[src/rtl/mul_operand_feeder.sv]
// Operand feeder for the repeated-addition multiplier: 2-entry {A,B} FIFO plus a
// sequencer driving start, A, A, B onto the shared bus. Optional macro FEED_WATCHDOG_EN adds a WAIT timeout.
module mul_operand_feeder #(
  parameter int WIDTH       = 16,
  parameter int WDOG_CYCLES = 70000
) (
  input  logic             clk,
  input  logic             rst,
  input  logic             in_valid,
  output logic             in_ready,
  input  logic [WIDTH-1:0] in_a,
  input  logic [WIDTH-1:0] in_b,
  output logic [WIDTH-1:0] bus_out,
  output logic             start,
  input  logic             done,
  output logic             busy,
  output logic             err,
  output logic [7:0]       job_cnt
);

  typedef enum logic [2:0] {S_IDLE, S_START, S_LOADA, S_LOADB, S_WAIT} state_t;

  state_t           state_q, state_d;
  logic [1:0]       count_q, count_d;
  logic             wr_ptr_q, wr_ptr_d;
  logic             rd_ptr_q, rd_ptr_d;
  logic [7:0]       job_cnt_q, job_cnt_d;
  logic [WIDTH-1:0] mem_a_q [2];
  logic [WIDTH-1:0] mem_a_d [2];
  logic [WIDTH-1:0] mem_b_q [2];
  logic [WIDTH-1:0] mem_b_d [2];
  logic [WIDTH-1:0] head_a, head_b;
  logic             push, pop, done_ok, timeout;

  assign in_ready = (count_q != 2'd2);
  assign push     = in_valid && in_ready;
  assign done_ok  = (state_q == S_WAIT) && done;
  assign pop      = done_ok || timeout;
  assign head_a   = mem_a_q[rd_ptr_q];
  assign head_b   = mem_b_q[rd_ptr_q];
  assign job_cnt  = job_cnt_q;
  assign err      = timeout;

`ifdef FEED_WATCHDOG_EN
  localparam int WDOG_W = $clog2(WDOG_CYCLES + 1);

  logic [WDOG_W-1:0] wdog_q, wdog_d;

  // Counter is zero in the first WAIT cycle, so the timeout fires in WAIT cycle WDOG_CYCLES.
  always_comb begin
    wdog_d = wdog_q;
    if (state_q == S_LOADB) begin
      wdog_d = '0;
    end else if (state_q == S_WAIT) begin
      wdog_d = wdog_q + 1'b1;
    end
  end

  assign timeout = (state_q == S_WAIT) && !done && (wdog_q == WDOG_W'(WDOG_CYCLES - 1));

  always_ff @(posedge clk or posedge rst) begin
    if (rst) begin
      wdog_q <= '0;
    end else begin
      wdog_q <= wdog_d;
    end
  end
`else
  logic unused_wdog_cfg;
  assign unused_wdog_cfg = (WDOG_CYCLES != 0);
  assign timeout         = 1'b0;
`endif

  always_comb begin
    mem_a_d  = mem_a_q;
    mem_b_d  = mem_b_q;
    wr_ptr_d = wr_ptr_q ^ push;
    rd_ptr_d = rd_ptr_q ^ pop;
    count_d  = count_q + 2'(push) - 2'(pop);
    if (push) begin
      mem_a_d[wr_ptr_q] = in_a;
      mem_b_d[wr_ptr_q] = in_b;
    end
    job_cnt_d = job_cnt_q + 8'(done_ok);
  end

  always_comb begin
    state_d = state_q;
    case (state_q)
      S_IDLE:  if (count_q != 2'd0) state_d = S_START;
      S_START: state_d = S_LOADA;
      S_LOADA: state_d = S_LOADB;
      S_LOADB: state_d = S_WAIT;
      S_WAIT:  if (pop) state_d = S_IDLE;
      default: state_d = S_IDLE;
    endcase
  end

  always_comb begin
    start   = 1'b0;
    bus_out = '0;
    busy    = (state_q != S_IDLE);
    case (state_q)
      S_START: begin
        start   = 1'b1;
        bus_out = head_a;
      end
      S_LOADA: bus_out = head_a;
      S_LOADB: bus_out = head_b;
      default: bus_out = '0;
    endcase
  end

  always_ff @(posedge clk or posedge rst) begin
    if (rst) begin
      state_q   <= S_IDLE;
      count_q   <= 2'd0;
      wr_ptr_q  <= 1'b0;
      rd_ptr_q  <= 1'b0;
      job_cnt_q <= 8'd0;
    end else begin
      state_q   <= state_d;
      count_q   <= count_d;
      wr_ptr_q  <= wr_ptr_d;
      rd_ptr_q  <= rd_ptr_d;
      job_cnt_q <= job_cnt_d;
    end
  end

  // Payload storage carries no reset; it is only observed through an occupied head entry.
  always_ff @(posedge clk) begin
    mem_a_q <= mem_a_d;
    mem_b_q <= mem_b_d;
  end

endmodule

[config.mk]
export PLATFORM = sky130hd
export DESIGN_NAME = mul_operand_feeder
export DESIGN_NICKNAME = d
export VERILOG_FILES = /design/src/rtl/mul_operand_feeder.sv
export SDC_FILE = /design/constraint.sdc
export NUM_CORES = 1
export LEC_CHECK = 0
export CAP_MARGIN = 10
export CORE_MARGIN = 10
export CORE_UTILIZATION = 23
export CTS_BUF_LIST = sky130_fd_sc_hd__clkbuf_8 sky130_fd_sc_hd__clkbuf_16
export DETAILED_ROUTE_END_ITERATION = 8
export SLEW_MARGIN = 10
export SYNTH_ARGS = -nofsm -noshare
export SYNTH_HDL_FRONTEND = slang
export SYNTH_SLANG_ARGS = --single-unit
[constraint.sdc]
create_clock -name clk -period 2.04 [get_ports clk]
set_input_delay 0.204 -clock clk [delete_from_list [all_inputs] [get_ports clk]]
set_output_delay 0.204 -clock clk [all_outputs]
set_load 0.1 [all_outputs]
==> results.ini, run 1 <==
[outcome]
status = finished, final reports clean

[route]
drt_iter0_drc = 52
num_vias = 1797
post_drt_wl_per_cell_um = 15.38
firstDrtPassIters = 4
detail-route-antenna-nets = 0
drc = 0
wl_mm = 6.767
vias_per_cell = 4.084

[worst_setup_path]
rrSetupSlack_ps = 270
slowest_delay_ps = 460
required_ps = 1840
worst-setup-path-type = reg -> out
crit_path_end_kind = output port
path_depth = 5
path_max_fanout = 17
crit_family = flip-flops
start_kind = flop
crit_buf_inv = 2
reg2reg_depth = 6
slowest_stage = dfrtp_2
cp.arrival_ps = 1730
crit_chain = xor2_1, nand2b_1, buf_4, o22ai_1, buf_12

[placement]
place_congestion = 0.7153
io_buffers = 62
dpl.hpwl_mm = 4.382
dpl_cell_area_mm2 = 0.004140

[yosys]
synthCells = 187
synth.area.top_cells = edfxtp_1, dfrtp_1, mux2i_1
mappedNetlistArea_mm2 = 0.003115
synth.yosys.seq_area_share = 0.7373
synth-seq-cells = 79
avgSynthCellArea_um2 = 16.66
ys_types = 29
yosys_warnings = 0
yosysTopAreaCellShare = 0.6169
yosysTopAreaCell = edfxtp_1
syn-num-nets = 227

[sta]
rsz0062_at_grt = no
setup_tns_ps = 0
hold_viol = 0
period_share = 0.9488
drv_slew = 0
fin_crit_ps = 1935
setup_violations = 0
max-slew-margin-rel = 0.6070
max_freq_mhz = 516.7
worstMarginPinSlew_ps = 588.9
final.setup_skew_ps = 5.920

[clocking]
cts.sinks = 79
htreeDepth = 3
worstSkewPairLatency_ps = 330
cts-buffers-inserted = 9
clk_pin_slew_ps = 60
cts_tree = built
cts_hold_buf = 0
root_buffer = clkbuf_16
cts_buffer_depth = 2

[floorplan]
initial_core_util = 0.2353
ios = 64
rows = 42
die_w_um = 136.4
die_height_um = 136.4
dieArea_mm2 = 0.01860
coreArea_mm2 = 0.01324

[grt]
grt_pass1_wl_mm = 10.94
grt_pass1_vias = 2002
grt_max_degree = 33
grt_usage = 0.07686
grt_overflow = 0
antenna_found_initial = 0

[layout]
layout.nets = 299
drive_above_1_share = 0.2386
fin_area_mm2 = 0.004496
areaGrowthSynthToFinish_pct = 44.30
n_antenna_cell = 0

[hold_path]
hold_path.class = in -> async

[run]
cap_viol_max_count = 0

==> path summary, 6_finish.rpt <==
check | start | endpoint
max | state_q[1] | bus_out[8]
min | rst | job_cnt[0]
max reg2reg | count_q[0] | count_q[1]
min reg2reg | job_cnt[7] | job_cnt[7]
max in group asynchronous | rst | rd_ptr_q
min in group clk | in_a[4] | mem_a_q[20]
==> cell usage after synthesis <==
| cell type | instances |
|---|---|
| o21ai_0 | 3 |
| or3b_4 | 1 |
| mux2i_1 | 32 |
| xnor2_1 | 5 |
| nand3_1 | 2 |
| nand3b_1 | 1 |
| nor2b_1 | 2 |
| dfrtp_1 | 15 |
| inv_1 | 4 |
| xor2_1 | 5 |
| buf_4 | 1 |
| or3_1 | 2 |
| nand4bb_1 | 1 |
| nor3_1 | 4 |
| or4_1 | 1 |
| and2_1 | 2 |
| and3_1 | 1 |
| nor3b_1 | 1 |
| buf_6 | 1 |
| clkbuf_1 | 1 |
| nor2_1 | 2 |
| conb_1 | 1 |
| nand4_1 | 3 |
| nand2_1 | 3 |
| buf_2 | 7 |
| nand2b_1 | 2 |
| ha_1 | 4 |
| edfxtp_1 | 64 |
| o22ai_1 | 16 |
==> area by class of cell <==
class                   count  area [um2]
clock inverters             7       78.83
multi-input cells          94       782.0
clock buffers               9       225.2
fillers                  1298        8747
inverters                   4       15.01
repair buffers             71       870.8
flip-flops and latches     79        2303
well taps                 176       220.2
==> cell usage in the layout (no fill, tap or decap), types with 2 or more instances in the layout <==
master           count
nand2_1              3
ha_1                 2
buf_4               16
nor2b_1              2
clkbuf_16            9
inv_6                2
clkdlybuf4s50_1     35
inv_1                4
ha_2                 2
clkinv_4             3
nand3_1              2
or3_1                2
nor3_1               4
and2_1               2
nand4_1              3
edfxtp_1            64
nor2_1               2
o22ai_2              3
o21ai_0              3
xnor2_1              5
buf_12              20
dfrtp_1             12
mux2i_1             32
o22ai_1             13
xor2_1               5
dfrtp_2              2
==> layer usage <==
| layer | GRT usage | wire, um |
|---|---|---|
| met4 | 0.04260 | 132 |
| met2 | 0.1261 | 3403 |
| met3 | 0.02325 | 329 |
| met5 | 0 | 0 |
| met1 | 0.08770 | 2901 |
==> sequential cells by signal (all words and copies together), names as in the netlist <==
signal and flops:
mem_a_q 32, mem_b_q 32, job_cnt 8, state_q 3, count_q 2, rd_ptr_q 1
wr_ptr_q 1
==> kinds of logic after synthesis <==
kind of cell,after synthesis,synth area share
and+or+nand+nor,28,0.05422
xor gates and xnor gates,10,0.02811
muxes,32,0.1028
buffers and inverters,14,0.02329
other,1,0.001204
DFF,79,0.7373
adders and majority gates,4,0.01606
AOI/OAI and AO/OA,19,0.03695
==> timing repair <==
action                     in CTS  in global routing
setup endpoints to repair       9                 14
gates resized for setup         1                  5
buffers inserted                2                  0
==> per-stage QoR <==
| step | hold slack (ps) | cells | util | setup WS, ps |
|---|---|---|---|---|
| after CTS | 261.0 | 440 | 0.3379 | 26.36 |
| after global routing | 296.2 | 440 | 0.3395 | 2.256 |
| after global placement | 465.1 | 422 | 0.3126 | 197.6 |
| after floorplan | 105.5 | 187 | - | -625.5 |
| after detailed placement | 473.1 | 422 | 0.3126 | 132.2 |
| final | 237.4 | 440 | 0.3395 | 104.5 |
Power of run 1 is left out: the tool's default activity adds up to more than one toggle a clock period on the data nets, which glitch-free logic cannot reach.
==> run 2: changes to the inputs <==
--- a/config.mk
+++ b/config.mk
@@ -10,6 +10,7 @@
 export CORE_UTILIZATION = 23
 export CTS_BUF_LIST = sky130_fd_sc_hd__clkbuf_8 sky130_fd_sc_hd__clkbuf_16
 export DETAILED_ROUTE_END_ITERATION = 8
+export GPL_ROUTABILITY_DRIVEN = 1
 export SLEW_MARGIN = 10
 export SYNTH_ARGS = -nofsm -noshare
 export SYNTH_HDL_FRONTEND = slang
==> results of run 2 <==
No change in the layout: final DEF, timing and power equal those of run 1.
Power of run 2 is left out for the same reason.
